$ cat src/rtl/id_stage_fwd_if.sv
// Bundles the decode-stage inputs (instruction, register file, forwarding paths) and its EX-facing outputs.
interface id_stage_fwd_if #(
  parameter int DATA_W   = 16,
  parameter int NUM_REGS = 8,
  parameter int CNT_W    = 16
);
  logic                         en;
  logic                         flush;
  logic [15:0]                  id_iri;
  logic [NUM_REGS*DATA_W-1:0]   gr_flat;
  logic                         fwd_ex_en;
  logic [2:0]                   fwd_ex_addr;
  logic [DATA_W-1:0]            fwd_ex_data;
  logic                         fwd_mem_en;
  logic [2:0]                   fwd_mem_addr;
  logic [DATA_W-1:0]            fwd_mem_data;
  logic [15:0]                  id_iro;
  logic                         stall;
  logic [15:0]                  ex_ir;
  logic [DATA_W-1:0]            reg_A;
  logic [DATA_W-1:0]            reg_B;
  logic [DATA_W-1:0]            smdr;
  logic [CNT_W-1:0]             bubble_cnt;

  modport master (
    output en, flush, id_iri, gr_flat,
    output fwd_ex_en, fwd_ex_addr, fwd_ex_data,
    output fwd_mem_en, fwd_mem_addr, fwd_mem_data,
    input  id_iro, stall, ex_ir, reg_A, reg_B, smdr, bubble_cnt
  );

  modport slave (
    input  en, flush, id_iri, gr_flat,
    input  fwd_ex_en, fwd_ex_addr, fwd_ex_data,
    input  fwd_mem_en, fwd_mem_addr, fwd_mem_data,
    output id_iro, stall, ex_ir, reg_A, reg_B, smdr, bubble_cnt
  );
endinterface

$ cat src/rtl/id_stage_fwd.sv
// Instruction decode with EX/MEM forwarding, load-use bubble, branch flush and saturating bubble counter.
// Latency 1 cycle id_iri -> ex_ir/operands; stall is combinational and en=0 holds every register.
module id_stage_fwd #(
  parameter int DATA_W   = 16,
  parameter int NUM_REGS = 8,
  parameter int CNT_W    = 16
) (
  input logic          clock,
  input logic          reset,
  id_stage_fwd_if.slave io
);
  localparam logic [4:0] OP_NOP   = 5'b00000;
  localparam logic [4:0] OP_HALT  = 5'b00001;
  localparam logic [4:0] OP_LOAD  = 5'b00010;
  localparam logic [4:0] OP_STORE = 5'b00011;
  localparam logic [4:0] OP_SLL   = 5'b00100;
  localparam logic [4:0] OP_SLA   = 5'b00101;
  localparam logic [4:0] OP_SRL   = 5'b00110;
  localparam logic [4:0] OP_SRA   = 5'b00111;
  localparam logic [4:0] OP_ADD   = 5'b01000;
  localparam logic [4:0] OP_ADDI  = 5'b01001;
  localparam logic [4:0] OP_SUB   = 5'b01010;
  localparam logic [4:0] OP_SUBI  = 5'b01011;
  localparam logic [4:0] OP_CMP   = 5'b01100;
  localparam logic [4:0] OP_AND   = 5'b01101;
  localparam logic [4:0] OP_OR    = 5'b01110;
  localparam logic [4:0] OP_XOR   = 5'b01111;
  localparam logic [4:0] OP_LDIH  = 5'b10000;
  localparam logic [4:0] OP_ADDC  = 5'b10001;
  localparam logic [4:0] OP_SUBC  = 5'b10010;
  localparam logic [4:0] OP_JUMP  = 5'b11000;
  localparam logic [4:0] OP_JMPR  = 5'b11001;
  localparam logic [4:0] OP_BZ    = 5'b11010;
  localparam logic [4:0] OP_BNZ   = 5'b11011;
  localparam logic [4:0] OP_BN    = 5'b11100;
  localparam logic [4:0] OP_BNN   = 5'b11101;
  localparam logic [4:0] OP_BC    = 5'b11110;
  localparam logic [4:0] OP_BNC   = 5'b11111;

  logic [15:0]       ex_ir_q;
  logic [DATA_W-1:0] reg_a_q, reg_b_q, smdr_q;
  logic [CNT_W-1:0]  cnt_q;

  logic [4:0]        op;
  logic [2:0]        r1, r2, r3;
  logic [DATA_W-1:0] s1, s2, s3;
  logic [DATA_W-1:0] dec_a, dec_b;
  logic              rd1, rd2, rd3, is_store, hazard;

  assign op = io.id_iri[15:11];
  assign r1 = io.id_iri[10:8];
  assign r2 = io.id_iri[6:4];
  assign r3 = io.id_iri[2:0];

  // EX result is youngest, so it beats MEM; register indices beyond the file read zero.
  function automatic logic [DATA_W-1:0] src_sel(
    input logic [2:0]                 n,
    input logic                       ex_en,
    input logic [2:0]                 ex_addr,
    input logic [DATA_W-1:0]          ex_data,
    input logic                       mem_en,
    input logic [2:0]                 mem_addr,
    input logic [DATA_W-1:0]          mem_data,
    input logic [NUM_REGS*DATA_W-1:0] gr
  );
    logic [DATA_W-1:0] v;
    v = '0;
    if (ex_en && ex_addr == n) begin
      v = ex_data;
    end else if (mem_en && mem_addr == n) begin
      v = mem_data;
    end else begin
      for (int i = 0; i < NUM_REGS; i++) begin
        if (int'(n) == i) v = gr[i*DATA_W +: DATA_W];
      end
    end
    return v;
  endfunction

  assign s1 = src_sel(r1, io.fwd_ex_en, io.fwd_ex_addr, io.fwd_ex_data,
                      io.fwd_mem_en, io.fwd_mem_addr, io.fwd_mem_data, io.gr_flat);
  assign s2 = src_sel(r2, io.fwd_ex_en, io.fwd_ex_addr, io.fwd_ex_data,
                      io.fwd_mem_en, io.fwd_mem_addr, io.fwd_mem_data, io.gr_flat);
  assign s3 = src_sel(r3, io.fwd_ex_en, io.fwd_ex_addr, io.fwd_ex_data,
                      io.fwd_mem_en, io.fwd_mem_addr, io.fwd_mem_data, io.gr_flat);

  always_comb begin
    dec_a    = '0;
    dec_b    = '0;
    rd1      = 1'b0;
    rd2      = 1'b0;
    rd3      = 1'b0;
    is_store = 1'b0;
    case (op)
      OP_BZ, OP_BNZ, OP_BN, OP_BNN, OP_BC, OP_BNC, OP_JMPR, OP_ADDI, OP_SUBI: begin
        rd1   = 1'b1;
        dec_a = s1;
        dec_b = DATA_W'(io.id_iri[7:0]);
      end
      OP_LDIH: begin
        rd1   = 1'b1;
        dec_a = s1;
        dec_b = DATA_W'({io.id_iri[7:0], 8'h00});
      end
      OP_ADD, OP_ADDC, OP_SUB, OP_SUBC, OP_CMP, OP_AND, OP_OR, OP_XOR: begin
        rd2   = 1'b1;
        rd3   = 1'b1;
        dec_a = s2;
        dec_b = s3;
      end
      OP_LOAD, OP_STORE, OP_SLL, OP_SRL, OP_SLA, OP_SRA: begin
        rd2   = 1'b1;
        dec_a = s2;
        dec_b = DATA_W'(io.id_iri[3:0]);
        if (op == OP_STORE) begin
          rd1      = 1'b1;
          is_store = 1'b1;
        end
      end
      OP_NOP, OP_HALT, OP_JUMP: ;
      default: ;
    endcase
  end

  assign hazard = (ex_ir_q[15:11] == OP_LOAD) &&
                  ((rd1 && r1 == ex_ir_q[10:8]) ||
                   (rd2 && r2 == ex_ir_q[10:8]) ||
                   (rd3 && r3 == ex_ir_q[10:8]));

  assign io.stall      = hazard && !io.flush;
  assign io.id_iro     = io.id_iri;
  assign io.ex_ir      = ex_ir_q;
  assign io.reg_A      = reg_a_q;
  assign io.reg_B      = reg_b_q;
  assign io.smdr       = smdr_q;
  assign io.bubble_cnt = cnt_q;

  always_ff @(posedge clock) begin
    if (reset) begin
      ex_ir_q <= '0;
      reg_a_q <= '0;
      reg_b_q <= '0;
      smdr_q  <= '0;
      cnt_q   <= '0;
    end else if (io.en) begin
      if (io.flush || io.stall) begin
        ex_ir_q <= '0;
        reg_a_q <= '0;
        reg_b_q <= '0;
        if (io.stall && ~&cnt_q) cnt_q <= cnt_q + CNT_W'(1);
      end else begin
        ex_ir_q <= (op == OP_JUMP) ? 16'h0000 : io.id_iri;
        reg_a_q <= dec_a;
        reg_b_q <= dec_b;
        if (is_store) smdr_q <= s1;
      end
    end
  end
endmodule

$ cat src/flat_wrapper.sv
// flat-port wrapper written by rule: the top's interface ports become plain ports
module id_stage_fwd_flat 
#(
  parameter int DATA_W   = 16,
  parameter int NUM_REGS = 8,
  parameter int CNT_W    = 16
)
  (clock, reset, io_en, io_flush, io_id_iri, io_gr_flat, io_fwd_ex_en, io_fwd_ex_addr, io_fwd_ex_data, io_fwd_mem_en, io_fwd_mem_addr, io_fwd_mem_data, io_id_iro, io_stall, io_ex_ir, io_reg_A, io_reg_B, io_smdr, io_bubble_cnt);
  id_stage_fwd_if #(.DATA_W(DATA_W), .NUM_REGS(NUM_REGS), .CNT_W(CNT_W)) io_i ();
  input logic clock;
  input logic reset;
  input wire logic [$bits(io_i.en)-1:0] io_en;
  input wire logic [$bits(io_i.flush)-1:0] io_flush;
  input wire logic [$bits(io_i.id_iri)-1:0] io_id_iri;
  input wire logic [$bits(io_i.gr_flat)-1:0] io_gr_flat;
  input wire logic [$bits(io_i.fwd_ex_en)-1:0] io_fwd_ex_en;
  input wire logic [$bits(io_i.fwd_ex_addr)-1:0] io_fwd_ex_addr;
  input wire logic [$bits(io_i.fwd_ex_data)-1:0] io_fwd_ex_data;
  input wire logic [$bits(io_i.fwd_mem_en)-1:0] io_fwd_mem_en;
  input wire logic [$bits(io_i.fwd_mem_addr)-1:0] io_fwd_mem_addr;
  input wire logic [$bits(io_i.fwd_mem_data)-1:0] io_fwd_mem_data;
  output wire logic [$bits(io_i.id_iro)-1:0] io_id_iro;
  output wire logic [$bits(io_i.stall)-1:0] io_stall;
  output wire logic [$bits(io_i.ex_ir)-1:0] io_ex_ir;
  output wire logic [$bits(io_i.reg_A)-1:0] io_reg_A;
  output wire logic [$bits(io_i.reg_B)-1:0] io_reg_B;
  output wire logic [$bits(io_i.smdr)-1:0] io_smdr;
  output wire logic [$bits(io_i.bubble_cnt)-1:0] io_bubble_cnt;
  assign io_i.en = io_en;
  assign io_i.flush = io_flush;
  assign io_i.id_iri = io_id_iri;
  assign io_i.gr_flat = io_gr_flat;
  assign io_i.fwd_ex_en = io_fwd_ex_en;
  assign io_i.fwd_ex_addr = io_fwd_ex_addr;
  assign io_i.fwd_ex_data = io_fwd_ex_data;
  assign io_i.fwd_mem_en = io_fwd_mem_en;
  assign io_i.fwd_mem_addr = io_fwd_mem_addr;
  assign io_i.fwd_mem_data = io_fwd_mem_data;
  assign io_id_iro = io_i.id_iro;
  assign io_stall = io_i.stall;
  assign io_ex_ir = io_i.ex_ir;
  assign io_reg_A = io_i.reg_A;
  assign io_reg_B = io_i.reg_B;
  assign io_smdr = io_i.smdr;
  assign io_bubble_cnt = io_i.bubble_cnt;
  id_stage_fwd #(.DATA_W(DATA_W), .NUM_REGS(NUM_REGS), .CNT_W(CNT_W)) u_core (.clock(clock), .reset(reset), .io(io_i));
endmodule
$ cat config.mk
export PLATFORM = sky130hd
export DESIGN_NAME = id_stage_fwd_flat
export DESIGN_NICKNAME = d
export VERILOG_FILES = /design/src/rtl/id_stage_fwd_if.sv /design/src/rtl/id_stage_fwd.sv /design/src/flat_wrapper.sv
export SDC_FILE = /design/constraint.sdc
export NUM_CORES = 1
export LEC_CHECK = 0
export ABC_AREA = 1
export BUFFER_PORTS_ARGS = -buffer_cell sky130_fd_sc_hd__buf_2
export CAP_MARGIN = 20
export CELL_PAD_IN_SITES_DETAIL_PLACEMENT = 1
export CELL_PAD_IN_SITES_GLOBAL_PLACEMENT = 1
export CORE_AREA = 5 5 167 169
export CTS_CLUSTER_DIAMETER = 60
export CTS_CLUSTER_SIZE = 40
export DETAILED_ROUTE_END_ITERATION = 7
export DIE_AREA = 0 0 172 174
export PLACE_DENSITY = 0.93
export REMOVE_ABC_BUFFERS = 1
export SLEW_MARGIN = 5
export SYNTH_ARGS = -nofsm -noshare
export SYNTH_HDL_FRONTEND = slang
export SYNTH_SLANG_ARGS = --single-unit
$ cat constraint.sdc
create_clock -name clock -period 2.5 [get_ports clock]
set_input_delay 0.125 -clock clock [delete_from_list [all_inputs] [get_ports clock]]
set_output_delay 0.125 -clock clock [all_outputs]
set_load 0.05 [all_outputs]
==> results.md <==
* Status: completed
* CP startpoint kind: flop
* Post-Route WL at 45400 um
* Router iterations before antenna repair at 5
* Clk Latency, worst-skew pair at 350 ps
* Worst-margin pin slew at 693 ps
* DP Area at 10700 sq um
* IO Pins at 285
* Reg area at 1600 sq um
* Final setup viols at 0
* CTS tree: yes
* Fmax at 435 MHz
* CTS Buf Count at 9
* Reg-to-reg setup timing slack at 200 ps
* Hold_buf cts at 0
* Starting Density at 33.3%
* GRT overflow at 0
* HP Start: io_id_iri[13]
* Share of cells above drive strength 1 at 22.3%
* CORE AREA at 26400 sq um
* CTS Sinks at 80
* Gp weighted congestion at 1.02
* Initial antenna violation count at 8
* DR iter-0 viols at 915
* Largest area contributor in the netlist: nand2_1
* Ys async rst share at 0%
* Vias at 12700
* CP Data Arrival Time at 2570 ps
* R2R depth at 8
* WP data required at 2770 ps
* Layout overhead on the synthesized area at 25.0%
* Mapped Cells at 1670
* Top_reg_cell synth: dfxtp_1
* Tmin final at 2300 ps
* Crit. End Element: flop
* RSZ-0062 raised after global routing: no
* Worst-path clk slew at 60 ps
* Die area at 29900 sq um
* Syn Std Cell Area at 8800 sq um
* Yosys warnings at 0
* Cell variety after synth at 42
* Post-synth EDFFs at 0
* Rel. slew slack at 53.8%
* Average wire per standard cell at 19.8 um
* Post-synth top cells: nand2_1 (595), inv_1 (194), nand3_1 (149), nor2_1 (133), a21oi_1 (113)
* Post-DP HPWL at 36800 um
* Global Route Usage Sum at 29.0%
* Setup TNS at 0 ps
* Synth top area share at 25.4%
* Fillers at 3878
* Die Height at 174 um
* Vias/cell at 5.54
* Total Nets Final at 2124
* # Max-Cap Violations at 0
* Hold Path End: u_core.io.ex_ir[13]
* # rows at 60
* Worst vdd ir at 0.296 mV
* CTS root buf: clkbuf_16
* Final clock period utilization by the worst path at 91.9%
* First-pass GRT wire length at 68700 um
* Clock skew at 8.03 ps
* Hold crit path type: in -> reg
* Post-route DRC violation count at 0
* Final hold vios at 0
* Post-Layout Inst Area at 11000 sq um
* Finished Core Util at 41.6%
* PD cells at 395 nW/um^2
* Sequential area share after synthesis at 18.2%
* Slew Viols, Final at 0
* Critical path peak fanout at 12
* Largest net degree at the start of global routing at 61
* Seq cells post-synth at 80
* Leakage at 5.78 nW
* CTS H-tree lvls at 3
* Reg-to-reg startpoint: u_core.io.bubble_cnt[0]
* Post-DRT Antenna Nets at 0
* Count leader, synth: nand2_1
* Port bufs at 284
* Post-Syn Area per Cell at 5.27 sq um
* Die X at 172 um
* Worst R2R End: u_core.io.bubble_cnt[7]
* CTS max path bufs at 2
* Multi-input logic area at 5860 sq um
* Main area contributors after synthesis: nand2_1 (25%), dfxtp_1 (18%), nand3_1 (8.5%), inv_1 (8.3%), a21oi_1 (6.4%)
* Crit path kind: reg -> reg
* Vias in the first global route at 12600
* Worst hold path cell count at 3
## cell type report
cell class | count | share of cell area (%)
Multi-Input combinational cell | 1277 | 53.3
Timing Repair Buffer | 356 | 18.2
Sequential cell | 80 | 14.6
Inverter | 211 | 7.22
Tap cell | 341 | 3.88
Clock buffer | 9 | 2.05
Clock inverter | 7 | 0.705
Antenna cell | 7 | 0.159
## metal layers
metal | vias up | share of wire (%) | wire length (um) | global-route usage [%]
li1 | 5852 | - | - | -
met4 | 4 | 4.8 | 2200 | 12.9
met2 | 542 | 48 | 21600 | 48.5
met3 | 141 | 6.8 | 3080 | 4.32
met5 | - | 0.060 | 27 | 0
met1 | 6144 | 41 | 18500 | 36.7
## worst max-delay path, stage by stage, from the launching register on
cell and delay, ps:
dfxtp_1 400, ha_1 210, nand3_1 130, or4_1 470
nor3_1 290, nor2_4 140, nand2_1 330, nand2_1 90
a21oi_1 160
## cells by family after synthesis
family | Yosys count | share of synthesized area, %
AOI/OAI and AO/OA | 241 | 14.2
buffers and inverters | 313 | 15.3
xor gates and xnor gates | 22 | 2.19
adders and majority gates | 1 | 0.142
DFF | 80 | 18.2
and+or+nand+nor | 1013 | 49.9
## worst max path at each step
stage / slack (ps) / startpoint / end / cells past startpoint
2_1_floorplan: 190 / u_core.io.bubble_cnt[0] / u_core.io.bubble_cnt[8] / 8
3_3_place_gp: 390 / io_id_iri[11] / u_core.io.bubble_cnt[14] / 11
3_5_place_dp: 210 / io_id_iri[14] / u_core.io.bubble_cnt[14] / 13
4_1_cts: 250 / u_core.io.ex_ir[8] / u_core.io.bubble_cnt[14] / 9
5_1_grt: 90 / u_core.io.bubble_cnt[0] / u_core.io.bubble_cnt[11] / 8
6_report: 200 / u_core.io.bubble_cnt[0] / u_core.io.bubble_cnt[7] / 8
## power breakdown
group,internal (W),switching [W]
Clock,0.000781,0.000584
Sequential,0.00130,0.0000182
Combinational,0.000509,0.00115
Total,0.00259,0.00175
## what timing repair did
item	CTS	global route
endpoints found under the hold margin	0	0
endpoints found under the setup margin	0	11
buffers inserted	0	0
gates resized for setup	0	1
## state kept, by name, summed over array words and instances, names as in the netlist
name,cells
u_core.io.reg_B,16
u_core.io.ex_ir,16
u_core.io.reg_A,16
u_core.io.bubble_cnt,16
u_core.io.smdr,16
## metrics by stage
stage	setup slack (ps)	hold slack, ps	cells	power (W)
global placement	389	438	2265	0.00293
CTS	254	77.2	2281	0.00434
global route	85.5	82.8	2287	0.00457
finish	202	89.7	2288	0.00434
detailed placement	212	446	2265	0.00298
floorplan	191	194	1568	0.00217
## placed cells by master (no fill, tap or decap), types with 3 or more instances in the layout
cell and n:
buf_2 284, nor3_2 3, xor2_1 7, inv_1 194, dfxtp_1 80, buf_4 69
clkinvlp_4 4, buf_12 3, clkinv_1 4, nor3_4 3, nor4_1 4, xnor2_1 15
o21ai_0 93, or2_2 25, o22ai_1 8, o211ai_1 3, nand4_1 76, nand2_1 595
diode_2 7, o21ai_1 17, nor3_1 9, nand3_1 149, nor2_1 133, clkbuf_16 9
a21oi_1 113, inv_2 12, nor2_2 3
No activity file was read; power rests on OpenSTA's default activity.
